### config.mk
export PLATFORM = sky130hd
export DESIGN_NAME = seq_alu_calc_display_flat
export DESIGN_NICKNAME = d
export VERILOG_FILES = /design/src/rtl/seq_alu_calc_display_if.sv /design/src/rtl/seq_alu_calc_display.sv /design/src/flat_wrapper.sv
export SDC_FILE = /design/constraint.sdc
export NUM_CORES = 1
export LEC_CHECK = 0
export ABC_CLOCK_PERIOD_IN_PS = 7760
export CAP_MARGIN = 5
export CELL_PAD_IN_SITES_DETAIL_PLACEMENT = 1
export CELL_PAD_IN_SITES_GLOBAL_PLACEMENT = 2
export CORE_MARGIN = 2
export CORE_UTILIZATION = 38
export DETAILED_ROUTE_END_ITERATION = 12
export PLACE_DENSITY = 0.86
export SYNTH_ARGS = -nofsm -noshare
export SYNTH_HDL_FRONTEND = slang
export SYNTH_SLANG_ARGS = --single-unit
### constraint.sdc
create_clock -name clock_100Mhz -period 7.76 [get_ports clock_100Mhz]
set_input_delay 0.776 -clock clock_100Mhz [delete_from_list [all_inputs] [get_ports clock_100Mhz]]
set_output_delay 0.776 -clock clock_100Mhz [all_outputs]
set_load 0.01 [all_outputs]
### src/rtl/seq_alu_calc_display_if.sv
// Operand, handshake, result and display bus of the sequential ALU calculator.
// master drives operands and start; slave is the ALU that drives everything else.
interface seq_alu_calc_display_if #(
   parameter int WIDTH  = 8,
   parameter int DIGITS = 4
);
   logic [WIDTH-1:0]   X;
   logic [WIDTH-1:0]   Y;
   logic [2:0]         Op;
   logic               start;
   logic               busy;
   logic               done;
   logic [2*WIDTH-1:0] result;
   logic               carry;
   logic               div_by_zero;
   logic [DIGITS-1:0]  Anode_Activate;
   logic [6:0]         LED_out;

   modport master (
      output X, Y, Op, start,
      input  busy, done, result, carry, div_by_zero, Anode_Activate, LED_out
   );

   modport slave (
      input  X, Y, Op, start,
      output busy, done, result, carry, div_by_zero, Anode_Activate, LED_out
   );
endinterface

### src/rtl/seq_alu_calc_display.sv
// N-bit ALU with single-cycle logic/arithmetic, multi-cycle shift-add multiply and
// restoring divide, driving a multiplexed active-low hex 7-segment display.
module seq_alu_calc_display #(
   parameter int WIDTH       = 8,
   parameter int DIGITS      = 4,
   parameter int REFRESH_DIV = 100000
) (
   input logic                  clock_100Mhz,
   input logic                  reset,
   seq_alu_calc_display_if.slave io
);
   localparam int CW = $clog2(WIDTH + 1);
   localparam int RW = (REFRESH_DIV > 1) ? $clog2(REFRESH_DIV) : 1;
   localparam int SW = (DIGITS > 1) ? $clog2(DIGITS) : 1;

   typedef enum logic [2:0] {
      OP_ADD = 3'b000, OP_SUB = 3'b001, OP_AND = 3'b010, OP_OR   = 3'b011,
      OP_XOR = 3'b100, OP_MUL = 3'b101, OP_DIV = 3'b110, OP_PASS = 3'b111
   } op_e;

   typedef enum logic [1:0] {S_IDLE, S_MUL, S_DIV} state_e;

   function automatic logic [6:0] seg7(input logic [3:0] n);
      case (n)
         4'h0: seg7 = 7'b0000001;  4'h1: seg7 = 7'b1001111;
         4'h2: seg7 = 7'b0010010;  4'h3: seg7 = 7'b0000110;
         4'h4: seg7 = 7'b1001100;  4'h5: seg7 = 7'b0100100;
         4'h6: seg7 = 7'b0100000;  4'h7: seg7 = 7'b0001111;
         4'h8: seg7 = 7'b0000000;  4'h9: seg7 = 7'b0000100;
         4'hA: seg7 = 7'b0001000;  4'hB: seg7 = 7'b1100000;
         4'hC: seg7 = 7'b0110001;  4'hD: seg7 = 7'b1000010;
         4'hE: seg7 = 7'b0110000;  default: seg7 = 7'b0111000;
      endcase
   endfunction

   state_e             state_q, state_d;
   logic [2*WIDTH-1:0] a_q, a_d, acc_q, acc_d, result_q, result_d;
   logic [WIDTH-1:0]   b_q, b_d;
   logic [CW-1:0]      cnt_q, cnt_d;
   logic               carry_q, carry_d, dbz_q, dbz_d, done_q, done_d;
   logic [RW-1:0]      refresh_q, refresh_d;
   logic [SW-1:0]      idx_q, idx_d;
   logic [DIGITS-1:0]  anode_q, anode_d;
   logic [6:0]         led_q, led_d;

   op_e                op;
   logic [WIDTH:0]     sum, diff, trial, trial_sub;
   logic               ge;
   logic [WIDTH-1:0]   rem_next;

   // NOTE: every always_comb output gets a default first so no path can infer a latch.
   always_comb begin
      state_d  = state_q;
      a_d      = a_q;
      b_d      = b_q;
      acc_d    = acc_q;
      cnt_d    = cnt_q;
      result_d = result_q;
      carry_d  = carry_q;
      dbz_d    = dbz_q;
      done_d   = 1'b0;

      op        = op_e'(io.Op);
      sum       = {1'b0, io.X} + {1'b0, io.Y};
      diff      = {1'b0, io.X} - {1'b0, io.Y};
      // Restoring step: shift the next dividend bit into the partial remainder.
      trial     = {acc_q[WIDTH-1:0], a_q[WIDTH-1]};
      trial_sub = trial - {1'b0, b_q};
      ge        = (trial >= {1'b0, b_q});
      rem_next  = ge ? trial_sub[WIDTH-1:0] : trial[WIDTH-1:0];

      case (state_q)
         S_IDLE: begin
            if (io.start) begin
               if (op == OP_MUL || op == OP_DIV) begin
                  a_d             = '0;
                  a_d[WIDTH-1:0]  = io.X;
                  b_d             = io.Y;
                  acc_d           = '0;
                  cnt_d           = '0;
                  state_d         = (op == OP_MUL) ? S_MUL : S_DIV;
               end else begin
                  result_d = '0;
                  carry_d  = 1'b0;
                  dbz_d    = 1'b0;
                  done_d   = 1'b1;
                  case (op)
                     OP_ADD:  begin result_d[WIDTH-1:0] = sum[WIDTH-1:0];  carry_d = sum[WIDTH];  end
                     OP_SUB:  begin result_d[WIDTH-1:0] = diff[WIDTH-1:0]; carry_d = diff[WIDTH]; end
                     OP_AND:  result_d[WIDTH-1:0] = io.X & io.Y;
                     OP_OR:   result_d[WIDTH-1:0] = io.X | io.Y;
                     OP_XOR:  result_d[WIDTH-1:0] = io.X ^ io.Y;
                     default: result_d[WIDTH-1:0] = io.X;
                  endcase
               end
            end
         end
         S_MUL: begin
            if (b_q[0]) acc_d = acc_q + a_q;
            a_d   = a_q << 1;
            b_d   = b_q >> 1;
            cnt_d = cnt_q + 1'b1;
            if (cnt_q == CW'(WIDTH - 1)) begin
               result_d = acc_d;
               carry_d  = 1'b0;
               dbz_d    = 1'b0;
               done_d   = 1'b1;
               state_d  = S_IDLE;
            end
         end
         S_DIV: begin
            acc_d              = '0;
            acc_d[WIDTH-1:0]   = rem_next;
            a_d                = a_q << 1;
            a_d[0]             = ge;
            cnt_d              = cnt_q + 1'b1;
            if (cnt_q == CW'(WIDTH - 1)) begin
               result_d = {rem_next, a_d[WIDTH-1:0]};
               carry_d  = 1'b0;
               dbz_d    = (b_q == '0);
               done_d   = 1'b1;
               state_d  = S_IDLE;
            end
         end
         default: state_d = S_IDLE;
      endcase
   end

   logic [4*DIGITS-1:0] disp;

   always_comb begin
      refresh_d = refresh_q + 1'b1;
      idx_d     = idx_q;
      if (refresh_q == RW'(REFRESH_DIV - 1)) begin
         refresh_d = '0;
         idx_d     = (idx_q == SW'(DIGITS - 1)) ? '0 : idx_q + 1'b1;
      end
      disp                = '0;
      disp[2*WIDTH-1:0]   = result_d;
      anode_d             = ~(DIGITS'(1) << idx_d);
      led_d               = seg7(disp[4*idx_d +: 4]);
   end

   // NOTE: sequential state uses non-blocking assignments only, so every register sees pre-edge values.
   always_ff @(posedge clock_100Mhz) begin
      if (reset) begin
         state_q   <= S_IDLE;
         a_q       <= '0;
         b_q       <= '0;
         acc_q     <= '0;
         cnt_q     <= '0;
         result_q  <= '0;
         carry_q   <= 1'b0;
         dbz_q     <= 1'b0;
         done_q    <= 1'b0;
         refresh_q <= '0;
         idx_q     <= '0;
         anode_q   <= ~DIGITS'(1);
         led_q     <= 7'b0000001;
      end else begin
         state_q   <= state_d;
         a_q       <= a_d;
         b_q       <= b_d;
         acc_q     <= acc_d;
         cnt_q     <= cnt_d;
         result_q  <= result_d;
         carry_q   <= carry_d;
         dbz_q     <= dbz_d;
         done_q    <= done_d;
         refresh_q <= refresh_d;
         idx_q     <= idx_d;
         anode_q   <= anode_d;
         led_q     <= led_d;
      end
   end

   assign io.busy           = (state_q != S_IDLE);
   assign io.done           = done_q;
   assign io.result         = result_q;
   assign io.carry          = carry_q;
   assign io.div_by_zero    = dbz_q;
   assign io.Anode_Activate = anode_q;
   assign io.LED_out        = led_q;
endmodule

### src/flat_wrapper.sv
// flat-port wrapper written by rule: the top's interface ports become plain ports
module seq_alu_calc_display_flat 
#(
   parameter int WIDTH       = 8,
   parameter int DIGITS      = 4,
   parameter int REFRESH_DIV = 100000
)
  (clock_100Mhz, reset, io_X, io_Y, io_Op, io_start, io_busy, io_done, io_result, io_carry, io_div_by_zero, io_Anode_Activate, io_LED_out);
  seq_alu_calc_display_if #(.WIDTH(WIDTH), .DIGITS(DIGITS)) io_i ();
  input logic clock_100Mhz;
  input logic reset;
  input wire logic [$bits(io_i.X)-1:0] io_X;
  input wire logic [$bits(io_i.Y)-1:0] io_Y;
  input wire logic [$bits(io_i.Op)-1:0] io_Op;
  input wire logic [$bits(io_i.start)-1:0] io_start;
  output wire logic [$bits(io_i.busy)-1:0] io_busy;
  output wire logic [$bits(io_i.done)-1:0] io_done;
  output wire logic [$bits(io_i.result)-1:0] io_result;
  output wire logic [$bits(io_i.carry)-1:0] io_carry;
  output wire logic [$bits(io_i.div_by_zero)-1:0] io_div_by_zero;
  output wire logic [$bits(io_i.Anode_Activate)-1:0] io_Anode_Activate;
  output wire logic [$bits(io_i.LED_out)-1:0] io_LED_out;
  assign io_i.X = io_X;
  assign io_i.Y = io_Y;
  assign io_i.Op = io_Op;
  assign io_i.start = io_start;
  assign io_busy = io_i.busy;
  assign io_done = io_i.done;
  assign io_result = io_i.result;
  assign io_carry = io_i.carry;
  assign io_div_by_zero = io_i.div_by_zero;
  assign io_Anode_Activate = io_i.Anode_Activate;
  assign io_LED_out = io_i.LED_out;
  seq_alu_calc_display #(.WIDTH(WIDTH), .DIGITS(DIGITS), .REFRESH_DIV(REFRESH_DIV)) u_core (.clock_100Mhz(clock_100Mhz), .reset(reset), .io(io_i));
endmodule
==> results.json <==
{
  "clock.fmax_mhz": 202.4,
  "first_global_vias": 7281,
  "syn_nets": 1035,
  "start_kind": "input port",
  "final_cells": 1232,
  "slew_headroom_pct": 21.53,
  "synth_ff_type": "dfxtp_1",
  "post-cts-setup-buffers": 0,
  "start_util_pct": 39.09,
  "dp.cells": 1217,
  "async_flop_share_pct": 0,
  "vias": 7218,
  "ys_top_cells_by_area": "dfxtp_1 (26%), ha_1 (10%), nor2_1 (6.1%)",
  "grt-busiest-layer": "met2",
  "synth_most_common_cell": "nor2_1",
  "layout.nets": 1055,
  "setup_viol": 0,
  "syn2layout_area_growth_pct": 13.41,
  "yosys_warnings": 0,
  "core_um2": 18830,
  "peakVddDrop_mv": 0.1140,
  "dieHeight_um": 143.2,
  "worstMarginPinSlew_ns": 1.175,
  "status": "complete, no violations",
  "postSynthCellCount": 948,
  "final-seq-area_um2": 1902,
  "period_share_pct": 63.66,
  "p_per_area_nw_per_um2": 197.8,
  "drt-total-wl_mm": 25.09,
  "grt_pass1_wl_mm": 40.50,
  "synth_seq_area_share_pct": 25.84,
  "clk_pin_slew_ns": 0.07,
  "grt_max_degree": 79,
  "num_io_pins": 53,
  "drive_above_1_share_pct": 5.453,
  "use_met2_pct": 41.63,
  "hold_path.class": "flip-flop to flip-flop",
  "final_max_slew_viol_count": 0,
  "hpwlAfterDp_mm": 19.19,
  "cts_tree": "built",
  "synth-edff-count": 0,
  "met1_usage_pct": 34.38,
  "p_leak_nw": 3.232,
  "synth.top_cells.by_count": "nor2_1 (119), dfxtp_1 (95), nand2_1 (84)",
  "multi_input_area_um2": 5080,
  "ctsResizeCount": 0,
  "drv_cap": 0,
  "fp-row-count": 50,
  "required_ns": 8.01,
  "dieArea_um2": 20500,
  "dr.first_iter.drc_count": 456,
  "syn_area_per_cell_um2": 7.765,
  "rsz0062_at_grt": "false",
  "cts-htree-levels": 3,
  "fill_cells": 2320,
  "met3_usage_pct": 3.085,
  "hold_slack_ns": 0.4632,
  "tns_ns": 0,
  "cts_hold_buf": 0,
  "die_width_um": 143.2,
  "dr.pass1.iters": 4,
  "diodes": 0,
  "wire_per_inst_um": 20.36,
  "io_buffers": 52,
  "overflow": 0,
  "netlist.area_leader.share_pct": 25.84,
  "grt_usage_pct": 25.37,
  "ys_types": 92,
  "end_kind": "flip-flop",
  "drc": 0,
  "vias_per_cell": 5.859,
  "insertion_delay_ns": 0.36,
  "cts_buffers": 9,
  "cts_sinks": 95,
  "arrival_ns": 5.19,
  "fin_crit_ns": 4.940,
  "critPathKind": "input port to flip-flop",
  "ant_nets": 0,
  "mappedNetlistArea_um2": 7361,
  "skew_ns": 0.005741,
  "crit_path_max_fanout": 7,
  "clock_path_buffers": 2,
  "synth_area_leader_cell": "dfxtp_1",
  "ys_ff_latch": 95,
  "hold_violations": 0,
  "place_congestion": 0.8426,
  "cts-root-buf": "clkbuf_16",
  "antenna_found_initial": 0
}
[cells by family (layout without fill, tap and decap cells)]
family / after synthesis / count (layout) / synth area share, %
simple gates: 345 / 345 / 22.44
mux: 25 / 25 / 3.790
buf+inv: 97 / 121 / 5.201
flops: 95 / 95 / 25.84
fa+ha+maj: 65 / 65 / 11.46
compound gates: 287 / 287 / 27.23
xor+xnor: 34 / 34 / 4.046
[path summary, 6_finish.rpt]
check | start | endpoint | slack (ns) | cells after the start
worst min-delay path | u_core.refresh_q[0] | u_core.refresh_q[0] | 0.46 | 1
worst max register to register | u_core.acc_q[7] | u_core.io.LED_out[0] | 3.05 | 13
worst min register to register | u_core.refresh_q[0] | u_core.refresh_q[0] | 0.46 | 1
worst max-delay path | io_X[0] | u_core.io.LED_out[0] | 2.82 | 16
[layer usage]
layer  vias up  routed length, um
li1       3504                  -
met1      3546              11840
met2       131              11710
met3        37                902
met4         0                635
met5         -                  0
[metrics by stage]
stage	cell area, um2	util (%)	setup slack [ns]	total power, W
5_1_grt	8348	44.33	2.340	0.001753
3_3_place_gp	8051	42.76	2.587	0.001188
6_report	8348	44.33	2.820	0.001652
2_1_floorplan	7361	-	3.610	0.0009876
3_5_place_dp	8051	42.76	2.448	0.001196
4_1_cts	8348	44.33	2.816	0.001657
[placed cells by master (no fill, tap or decap), types with 8 or more instances in the layout]
cell	synthesis	layout
clkdlybuf4s50_1	0	51
a31oi_1	9	9
nand3_1	29	29
dfxtp_1	95	95
nor3_1	31	31
a22oi_1	16	16
a21oi_1	75	75
inv_1	46	46
clkbuf_16	0	9
nand2b_1	11	11
o21a_1	8	8
o21ai_0	44	44
a211oi_1	20	20
nor2_1	119	119
a21o_1	12	12
nand4_1	8	8
and2_1	8	8
nand2_1	84	84
mux2i_1	16	16
o211ai_1	8	8
ha_1	61	61
xor2_1	19	19
o22ai_1	11	11
a221oi_1	9	9
xnor2_1	15	15
and3_1	8	8
[area by class of cell]
class                           instances  share of cell area [%]
Sequential cell                        95                   22.78
Multi-Input combinational cell        756                   60.85
Tap cell                              260                   3.897
Clock buffer                           10                   2.743
Inverter                               47                   2.113
Timing Repair Buffer                   59                   6.805
Clock inverter                          5                  0.8094
[sequential cells by signal, summed over array words and instances, names as in the netlist]
signal	flops
u_core.refresh_q	17
u_core.a_q	16
u_core.acc_q	16
u_core.io.result	16
u_core.b_q	8
u_core.io.LED_out	7
u_core.cnt_q	4
u_core.io.Anode_Activate	4
u_core.idx_q	2
u_core.state_q	2
u_core.io.carry	1
u_core.io.div_by_zero	1
u_core.io.done	1
[worst max-delay path, cell delays in order]
cell             delay (ns)
clkdlybuf4s50_1        0.52
inv_1                  0.10
ha_1                   0.22
fa_1                   0.38
or3_1                  0.42
nand3_1                0.12
xnor2_1                0.07
o211ai_1               0.16
o21ai_0                0.16
a221oi_1               0.35
o22ai_1                0.17
a211oi_1               0.77
inv_1                  0.15
ha_1                   0.26
mux2_4                 0.27
a221o_1                0.28
[where the power goes]
group | leakage, nW | total (W) | switching [W] | internal [W]
Clock | 0.145 | 0.000457 | 0.000204 | 0.000253
Sequential | 0.771 | 0.000560 | 0.0000382 | 0.000522
Combinational | 2.32 | 0.000635 | 0.000401 | 0.000234
Total | 3.23 | 0.00165 | 0.000643 | 0.00101
No activity file was read; power rests on OpenSTA's default activity.
